===== src/rtl/lock_sequencer.sv =====
// lock_sequencer: keypad combination-lock controller driving a hex display.
// Collects four hex digits, programs or checks the passcode, and enforces a timed lockout.
module lock_sequencer #(
  parameter int MAX_FAILS      = 3,
  parameter int LOCKOUT_CYCLES = 100000000,
  parameter int CNT_W          = 27
) (
  input  logic       clock,
  input  logic       reset,
  input  logic       key_valid,
  input  logic [3:0] key_code,
  input  logic       enter_btn,
  input  logic       lock_btn,
  input  logic       clear_btn,
  output logic [3:0] hex1,
  output logic [3:0] hex2,
  output logic [3:0] hex3,
  output logic [3:0] hex4,
  output logic [2:0] digit_count,
  output logic       enter,
  output logic       lock,
  output logic       unlock,
  output logic       is_locked,
  output logic       alarm,
  output logic [2:0] fail_count
);
  typedef enum logic [1:0] {INIT, LOCKED, UNLOCKED, LOCKOUT} state_t;
  state_t           state;
  logic [15:0]      code;
  logic [CNT_W-1:0] cnt;
  logic             started;
  logic [15:0]      entry;
  logic             full;
  assign entry = {hex1, hex2, hex3, hex4};
  assign full  = digit_count == 3'd4;
  always_ff @(posedge clock or negedge reset) begin
    if (!reset) begin
      state       <= INIT;
      code        <= '0;
      cnt         <= '0;
      started     <= 1'b0;
      hex1        <= '0;
      hex2        <= '0;
      hex3        <= '0;
      hex4        <= '0;
      digit_count <= '0;
      enter       <= 1'b0;
      lock        <= 1'b0;
      unlock      <= 1'b0;
      is_locked   <= 1'b0;
      alarm       <= 1'b0;
      fail_count  <= '0;
    end else begin
      // The first clock after reset release announces the initial display state.
      enter   <= !started;
      lock    <= 1'b0;
      unlock  <= 1'b0;
      started <= 1'b1;
      if (state == LOCKOUT) begin
        if (cnt == '0) begin
          state      <= LOCKED;
          alarm      <= 1'b0;
          fail_count <= '0;
        end else begin
          cnt <= cnt - 1'b1;
        end
      end else if (clear_btn) begin
        {hex1, hex2, hex3, hex4} <= '0;
        digit_count <= '0;
        if (state == UNLOCKED) begin
          state <= INIT;
          enter <= 1'b1;
        end
      end else if (enter_btn) begin
        if (full) begin
          {hex1, hex2, hex3, hex4} <= '0;
          digit_count <= '0;
          if (state != LOCKED) begin
            code       <= entry;
            lock       <= 1'b1;
            state      <= LOCKED;
            is_locked  <= 1'b1;
            fail_count <= '0;
          end else if (entry == code) begin
            unlock     <= 1'b1;
            state      <= UNLOCKED;
            is_locked  <= 1'b0;
            fail_count <= '0;
          end else begin
            fail_count <= fail_count + 3'd1;
            if (fail_count + 3'd1 == 3'(MAX_FAILS)) begin
              state <= LOCKOUT;
              cnt   <= CNT_W'(LOCKOUT_CYCLES - 1);
              alarm <= 1'b1;
            end
          end
        end
      end else if (lock_btn) begin
        if (state == UNLOCKED) begin
          lock      <= 1'b1;
          state     <= LOCKED;
          is_locked <= 1'b1;
        end
      end else if (key_valid && !full) begin
        hex1        <= digit_count == 3'd0 ? key_code : hex1;
        hex2        <= digit_count == 3'd1 ? key_code : hex2;
        hex3        <= digit_count == 3'd2 ? key_code : hex3;
        hex4        <= digit_count == 3'd3 ? key_code : hex4;
        digit_count <= digit_count + 3'd1;
      end
    end
  end
endmodule


===== config.mk =====
export PLATFORM = sky130hd
export DESIGN_NAME = lock_sequencer
export DESIGN_NICKNAME = d
export VERILOG_FILES = /design/src/rtl/lock_sequencer.sv
export SDC_FILE = /design/constraint.sdc
export NUM_CORES = 1
export LEC_CHECK = 0
export ABC_CLOCK_PERIOD_IN_PS = 2340
export CORE_UTILIZATION = 45
export CTS_BUF_LIST = sky130_fd_sc_hd__clkbuf_4 sky130_fd_sc_hd__clkbuf_8
export DETAILED_ROUTE_END_ITERATION = 8
export PLACE_DENSITY = 0.68
export SETUP_SLACK_MARGIN = 0.5
export SYNTH_ARGS = -nofsm -noshare
export SYNTH_HDL_FRONTEND = slang
export SYNTH_SLANG_ARGS = --single-unit

===== constraint.sdc =====
create_clock -name clock -period 2.34 [get_ports clock]
set_input_delay 0.585 -clock clock [delete_from_list [all_inputs] [get_ports clock]]
set_output_delay 0.585 -clock clock [all_outputs]
set_load 0.005 [all_outputs]

# After elaboration in Yosys (flattened, before gate mapping)
# Cells that the tools add are included.
# classes
n_reduce_logical,28
eq_ne,21
muxes,82
n_addsub,3
bitwise_logic,2
# ops
operator,n
$mux W27,8
$mux W4,21
$mux W3,12
$mux W1,30
$logic_not A27 Y1,1
$sub A27 B1 Y27 const B,1
$reduce_and A5 Y1,5
$mux W2,11
$reduce_bool A3 Y1,6
$eq A16 B16 Y1,1
$reduce_and A7 Y1,2
$reduce_and A6 Y1,2
$reduce_bool A2 Y1,5
$eq A3 B2 Y1 const B,3
$ne A3 B1 Y1 const B,3
$ne A2 B1 Y1 const B,4
$reduce_and A4 Y1,2
$add A3 B1 Y3 const B,2
$ne A2 B2 Y1 const B,3
$ne A6 B1 Y1 const B,1
$eq A2 B2 Y1 const B,2
$ne A4 B1 Y1 const B,1
$reduce_bool A4 Y1,1
$eq A3 B1 Y1 const B,1
6 further kinds,8
# totals
regBits,73
inputBits,10
out_inout_bits,27
wordCells,151

# Depth between registers and ports, before layout
# Gate-level depths: netlist of the first run.
# logic_depth
word_depth,9
depth_mapped,9
depth_no_buf,7

# Worst setup path after synthesis of the first run
# Ideal clock, no wire load.
# synth_path
kind,register -> register
start,register cnt[0]
end,register state[0]
path_buffers,2
path_slack_ps,99
setup_ps,79
stages_incl_launch_ff,10
t_required_ps,2261
arrival_time_ps,2162
path_cell_list,dfrtp_1 -> inv_1 -> ha_1 -> or3b_1 -> buf_2 -> nor3_4 -> a41oi_1 -> buf_2 -> a311oi_2 -> mux2i_1
# synth_between
elab_chain_len,3
# synth_lines
element,line_no,rtl
start: declaration,30,logic [CNT_W-1:0] cnt;
start signal: assignment,65,cnt <= cnt - 1'b1;
start signal: assignment,93,cnt <= CNT_W'(LOCKOUT_CYCLES - 1);
$logic_not A27 Y1,60,if (cnt == '0) begin
$ne A2 B1 Y1 (no source line),-,
$reduce_and A6 Y1 (no source line),-,
end signal: assignment,61,state <= LOCKED;
end signal: assignment,71,state <= INIT;
end signal: assignment,81,state <= LOCKED;
end: declaration,28,state_t state;
# No other way between the ends.
# A chain may end at the register's enable or synchronous reset.

# Worst setup path after layout of the first run
# layout_path
start,register cnt[11]
end,register cnt[15]
# layout_between
elab_chain_len,3
word_cells_on_any_way,6
classes_between,add/sub (1); eq/ne (1); mux (2); reduce/logical (2)
# layout_lines
element,line_no
$sub A27 B1 Y27 or $logic_not A27 Y1 (tied branches),"65, 60"
$mux W27 or $ne A2 B2 Y1 (tied branches),-
$mux W27 or $reduce_and A7 Y1 (tied branches),-
# Parallel ways exist; a longest one is shown, timed or not. The select of a mux whose other input is x is not followed.

==> results of run 1 <==
==> final timing paths <==
| check | from | end | slack, ns | depth (start not counted) |
|---|---|---|---|---|
| worst max-delay path | cnt[11] | cnt[15] | 0.20 | 7 |
| worst min-delay path | reset | cnt[7] | 0.13 | 1 |
| worst max register to register | cnt[11] | cnt[15] | 0.20 | 7 |
| worst min register to register | started | enter | 0.41 | 1 |
| max in group asynchronous | reset | code[1] | 1.56 | 2 |
| min in group clock | started | enter | 0.41 | 1 |
==> cell type report <==
cell class / instances / area [µm²] / share of cell area [%]
well taps: 102 / 128 / 2.42
multi-input cells: 245 / 2060 / 39.1
repair buffers: 106 / 986 / 18.7
inverters: 13 / 48.8 / 0.927
clock inverters: 6 / 73.8 / 1.40
flip-flops and latches: 73 / 1830 / 34.8
clock buffers: 10 / 138 / 2.61
==> where the power goes <==
part / internal (mW) / switching (mW) / leakage (nW)
Sequential: 1.37 / 0.135 / 0.891
Clock: 0.535 / 0.520 / 0.107
Combinational: 0.573 / 0.632 / 1.44
Total: 2.47 / 1.29 / 2.43
==> through the flow <==
stage | cells | area [µm²]
global placement | 498 | 4400
global route | 555 | 5270
finish | 555 | 5270
floorplan | 343 | 3730
CTS | 543 | 4980
detailed placement | 498 | 4400
==> state kept, by name, summed over array words and instances, names as in the netlist, 2 cells and up <==
name,flops
fail_count,3
hex1,4
state,2
hex3,4
hex2,4
code,16
digit_count,3
hex4,4
cnt,27
==> logic make-up (layout without fill, tap and decap cells) <==
| family | count (synthesis) | count (layout) | synth area share, % |
|---|---|---|---|
| simple gates | 114 | 114 | 18.2 |
| compound gates | 86 | 86 | 16.6 |
| flops | 73 | 73 | 49.8 |
| buf+inv | 25 | 135 | 2.76 |
| mux | 20 | 20 | 6.00 |
| xor+xnor | 16 | 16 | 3.82 |
| fa+ha+maj | 8 | 8 | 2.73 |
| other cells | 1 | 1 | 0.102 |
==> timing repair <==
| action | in CTS | in global routing |
|---|---|---|
| gates resized for setup | 54 | 54 |
| pin swaps | 20 | 14 |
| cloned | 1 | 0 |
| setup buffers | 28 | 12 |
| hold endpoints to repair | 0 | 0 |
| setup endpoints to repair | 87 | 53 |
==> cell usage after synthesis, drive strengths merged (6+ instances only) <==
master / count
mux2: 16
nand3: 16
clkbuf: 6
a32o: 13
o21ai: 26
ha: 8
nand2: 18
o31ai: 6
a31oi: 7
nor4: 10
dfrtp: 73
or4: 10
xor2: 16
or3: 7
a21oi: 9
nor2: 22
nor3: 7
buf: 6
inv: 13
==> metal layers <==
layer | GRT usage, % | vias up | share of wire (%)
met5 | 0 | - | 0
met4 | 7.29 | 0 | 1.8
met3 | 5.50 | 20 | 5.8
met2 | 40.2 | 109 | 51
met1 | 30.2 | 1641 | 42
li1 | - | 1518 | -
==> impl_results.md, run 1 <==
- Largest area contributor in the netlist: dfrtp_1
- Starting DRT DRC Count: 216
- Root Driver: clkbuf_8
- #FFs+latches synth: 73
- Worst path bufs/invs: 2
- Antenna-violating nets left: 0
- Hold_buf cts: 0
- Mapped Nets: 361
- H-tree Lvls: 3
- Synthesized area per cell: 10.7 µm²
- Core area: 7810 µm²
- First-pass detailed-route iteration total: 4
- Drt wl/cell: 18.2 µm
- Filler cells: 581
- Post-synth EDFFs: 0
- Final setup TNS: 0 ns
- Post-route DRC: 0
- Slew HR: 63.9%
- Synth top area cells: dfrtp_1 (50%), mux2_2 (4.9%), xor2_1 (3.8%)
- Asr flop ratio synth: 100%
- Worst-path cell chain: or4_4 > nor3_4 > buf_6 > a41oi_4 > buf_6 > and4_1 > o21ai_1
- Final worst setup slack: 0.200 ns
- Grt ovf: 0
- First-pass GRT wire length: 15600 µm
- Ant diodes: 0
- Least-Margin Pin Slew: 0.537 ns
- Clk sinks: 73
- Tot GR Track Use: 23.7%
- Final Critical Period: 2.14 ns
- Die ar.: 8520 µm²
- CP max stage cell: or4_4
- Final hold viol count: 0
- Gate Count Post-Synth: 343
- Total power: 3.76 mW
- Peak Freq: 0.467 GHz
- Max IR drop VDD: 0.436 mV
- Dpl ws: -0.0231 ns
- Post-DP HPWL: 6300 µm
- Die Y: 92.3 µm
- Area growth, synth to finish: 43.5%
- Vias in the first global route: 3192
- Die X: 92.3 µm
- Top delay family on crit path: simple AND/OR/NAND/NOR gates
- Post-synthesis sequential area ratio: 49.8%
- Status: complete, no violations
- Fin util: 67.4%
- Most frequent cells in the layout: dfrtp_1 (70), buf_4 (53), dlygate4sd2_1 (21)
- Max-slew violation count: 0
- Port Buffers: 36
- Layout cell share with drive strength beyond 1: 36.6%
- Share of the synthesized area in the top cell type: 49.8%
- Nature of the critical path startpoint: register
- Synth Flop Type: dfrtp_1
- Worst setup EP type: register
- Vias/cell: 5.92
- Hold/Removal Path Class: in -> async
- Clock tree buffer depth: 2
- Nets: 466
- IO Count: 37
- CTS clock-pin slew for the worst setup and hold paths: 0.08 ns
- P per Cell Area: 714 nW/µm²
- Max-cap violations: 0
- Unrepaired setup endpoints after global routing: true
- Vias: 3288
- Antenna violations before repair: 0
- Largest net degree at the start of global routing: 60
- # setup viols final: 0
- Commonest non-fill, non-tap cell in the layout: dfrtp_1
- Setup Skew: 0.0161 ns
- Initial Util: 47.0%
- Peak per-stage delay on the critical path: 0.60 ns
- Mapped Area: 3670 µm²
- Number of synthesis warnings: 0
- Drt total wl: 10100 µm
- Most used cell, CP: buf_6
- Hold Worst Slack: 0.128 ns
- TritonCTS buffer count: 9
- Row count: 32
- Fin crit share: 91.5%
- CP Max Fanout: 7
- Synth cell types: 55
- CTS tree: done
- Worst-skew pair later-pin latency: 0.36 ns
- Arr. time, crit path: 2.42 ns
- CP Data Required Time: 2.62 ns
- GP Congestion: 0.849
- Static Leak: 2.43 nW
- Critical path class: reg -> reg
No activity file was read; power rests on OpenSTA's default activity.
==> run 2: changes to the inputs <==
--- a/config.mk
+++ b/config.mk
@@ -6,6 +6,7 @@
 export NUM_CORES = 1
 export LEC_CHECK = 0
 export ABC_CLOCK_PERIOD_IN_PS = 2340
+export CAP_MARGIN = 20
 export CORE_UTILIZATION = 45
 export CTS_BUF_LIST = sky130_fd_sc_hd__clkbuf_4 sky130_fd_sc_hd__clkbuf_8
 export DETAILED_ROUTE_END_ITERATION = 8
==> results of run 2 <==
The final DEF is identical to that of run 1; final timing and power are the same.
==> run 3: changes to the inputs <==
--- a/config.mk
+++ b/config.mk
@@ -7,10 +7,9 @@
 export LEC_CHECK = 0
 export ABC_CLOCK_PERIOD_IN_PS = 2340
 export CAP_MARGIN = 20
-export CORE_UTILIZATION = 45
+export CORE_UTILIZATION = 28
 export CTS_BUF_LIST = sky130_fd_sc_hd__clkbuf_4 sky130_fd_sc_hd__clkbuf_8
 export DETAILED_ROUTE_END_ITERATION = 8
-export PLACE_DENSITY = 0.68
 export SETUP_SLACK_MARGIN = 0.5
 export SYNTH_ARGS = -nofsm -noshare
 export SYNTH_HDL_FRONTEND = slang
==> constraint.sdc (replaced) <==
create_clock -name clock -period 2.34 [get_ports clock]
set_input_delay 0.234 -clock clock [delete_from_list [all_inputs] [get_ports clock]]
set_output_delay 0.234 -clock clock [all_outputs]
set_load 0.005 [all_outputs]
==> run 3 against run 2 <==
The flow now finishes with violations (hold timing). Largest cell class unchanged. Non-clock buffer count shrank 14. Sequential power hardly changed. Highest routed layer unchanged. First-iteration DRC count down 39%. Register-to-register slack better by 0.04 ns. Worst setup slack improved by 0.036 ns. Critical path depth grew 2. Critical endpoint is now cnt[25].
==> impl_results.md, run 3 (synthesized netlist as in run 1, its figures left out) <==
- TritonCTS buffer count: 9 (unchanged)
- Final hold viol count: 6 (+6)
- Root Driver: clkbuf_8
- Tot GR Track Use: 15.8% (-7.9 points)
- Hold_buf cts: 0 (unchanged)
- Die ar.: 13600 µm² (+59%)
- Row count: 41 (+28%)
- Clock tree buffer depth: 2 (unchanged)
- P per Cell Area: 719 nW/µm² (+0.71%)
- Arr. time, crit path: 2.40 ns (-0.02 ns)
- Cell-internal power: 2.46 mW (-0.50%)
- Hold Worst Slack: -0.00752 ns (-0.136 ns)
- Hold/Removal Path Class: in -> async
- Vias: 3208 (-2.4%)
- Nature of the critical path startpoint: register
- First-pass detailed-route iteration total: 4 (unchanged)
- Port Buffers: 36 (unchanged)
- Clock network power share: 27.2% (-0.8 points)
- CP max stage cell: or4_1
- IO Count: 37 (unchanged)
- Antenna violations before repair: 0 (unchanged)
- CTS clock-pin slew for the worst setup and hold paths: 0.08 ns (about the same)
- CP Max Fanout: 8 (+1)
- Critical path class: reg -> reg
- Layout cell share with drive strength beyond 1: 36.4% (-0.20 points)
- Drt wl/cell: 16.9 µm (-7.2%)
- GP Congestion: 0.859 (+1.2%)
- Grt ovf: 0 (unchanged)
- CP Data Required Time: 2.63 ns (about the same)
- First-pass GRT wire length: 16300 µm (+5.0%)
- Max IR drop VDD: 0.282 mV (-35%)
- Largest net degree at the start of global routing: 74 (+23%)
- Sw Pwr: 1.34 mW (+3.9%)
- # setup viols final: 0 (unchanged)
- Register area: 1830 µm² (-0.14%)
- Post-route non-filler standard cell count: 611 (+10%)
- Initial Util: 28.8% (-18 points)
- Setup Skew: 0.0106 ns (-0.00545 ns)
- Vias/cell: 5.25 (-11%)
- Biggest register: cnt
- Most frequent cells in the layout: dfrtp_1 (72), buf_4 (41), clkdlybuf4s50_1 (35)
- Post-DP HPWL: 6450 µm (+2.4%)
- Least-Margin Pin Slew: 0.951 ns (+0.414 ns)
- Fin crit share: 89.9% (-1.5 points)
- Post-route DRC: 0 (unchanged)
- Reg power frac: 39.6% (-0.3 points)
- Met1 usage: 19.3% (-11 points)
- Failing checks: hold timing
- Reg2Reg Depth: 9 (+2)
- Static Leak: 2.20 nW (-9.5%)
- Met3 usage: 4.10% (-1.4 points)
- Area of the multi-input gates: 2140 µm² (+4.1%)
- Worst setup EP type: register
- Placed Instance Area: 4380 µm² (-0.40%)
- Vias in the first global route: 3214 (+0.69%)
- Peak Freq: 0.475 GHz (+1.7%)
- GR Util met2: 27.5% (-13 points)
- Slew HR: 36.6% (-27 points)
- Die X: 116 µm (+26%)
- Max-slew violation count: 0 (unchanged)
- Unrepaired setup endpoints after global routing: true
- Max-cap violations: 0 (unchanged)
- Antenna-violating nets left: 0 (unchanged)
- Post-placement cell count: 559 (+12%)
- Drt total wl: 10300 µm (+2.2%)
- Top flop regs: cnt x27, code x16
- Status: finished, violations left
- Die Y: 116 µm (+26%)
- Nets: 452 (-3.0%)
- Max FFs per register: 27 (unchanged)
- Final setup TNS: 0 ns (unchanged)
- Finished layout cell area: 5280 µm² (+0.29%)
- Final Critical Period: 2.10 ns (-0.0357 ns)
- H-tree Lvls: 3 (unchanged)
- Ant diodes: 0 (unchanged)
- Commonest non-fill, non-tap cell in the layout: dfrtp_1
- CTS tree: done
- Sw Ratio: 35.2% (+0.98 points)
- Worst-skew pair later-pin latency: 0.36 ns (about the same)
- Combinational fraction of design power: 33.2% (+1.2 points)
- Peak per-stage delay on the critical path: 0.49 ns (-0.11 ns)
- Top Usage Layer GRT: met2
- Worst-path cell chain: inv_2 > ha_4 > or3b_4 > nor3_4 > buf_12 > a41o_4 > buf_6 > or4_1 > a21oi_1
- Area growth, synth to finish: 43.9%
- Core area: 12700 µm² (+63%)
- Starting DRT DRC Count: 132 (-39%)
- Filler cells: 1260 (+120%)
- Clk sinks: 73 (unchanged)
[run 3: routing by layer]
metal | up-vias | share of wire [%] | routed length, µm
li1 | 1483 | - | -
met1 | 1620 | 42 | 4360
met2 | 88 | 52 | 5340
met3 | 17 | 4.2 | 435
met4 | 0 | 1.7 | 172
met5 | - | 0 | 0
[run 3: repair_timing]
action,in CTS,in global routing
cloned,2,1
pin swaps,20,22
endpoints found under the setup margin,65,68
resized for setup,40,55
buffers inserted,15,18
[run 3: final cells by class]
type | instances | share of cell area, %
Clock buffer | 9 | 2.35
Tap cell | 172 | 4.08
Sequential cell | 73 | 34.6
Multi-Input combinational cell | 245 | 40.6
Inverter | 13 | 0.924
Clock inverter | 7 | 1.49
Timing Repair Buffer | 92 | 15.9
[run 3: worst paths after layout]
kind	startpoint	end	slack [ns]
max	cnt[0]	cnt[25]	0.24
min	reset	cnt[5]	-0.008
max reg2reg	cnt[0]	cnt[25]	0.24
min reg2reg	started	enter	0.42
max in group asynchronous	reset	cnt[9]	1.70
min in group clock	started	enter	0.42
[run 3: metrics by stage]
stage / power (mW) / worst slack, ns / util [%]
6_report: 3.80 / 0.236 / 41.5
5_1_grt: 3.98 / 0.136 / 41.5
4_1_cts: 3.62 / 0.244 / 38.5
3_5_place_dp: 2.35 / 0.0898 / 34.4
3_3_place_gp: 2.33 / 0.153 / 34.4
2_1_floorplan: 2.02 / 0.199 / -
[run 3: power by group through the flow]
stage | logic [mW] | clock network [mW] | registers (mW)
final | 1.26 | 1.03 | 1.50
after global routing | 1.35 | 1.11 | 1.52
after detailed placement | 0.837 | 0 | 1.52
after floorplan | 0.543 | 0 | 1.48
after global placement | 0.818 | 0 | 1.52
after CTS | 1.06 | 1.07 | 1.50
[run 3: critical path: cells and delay by family, from the launching register on]
family | cells | cell delay [ns]
AOI/OAI and AO/OA | 2 | 0.40
adders and majority gates | 1 | 0.15
buffers and inverters | 3 | 0.34
DFF | 1 | 0.37
and+or+nand+nor | 3 | 0.77
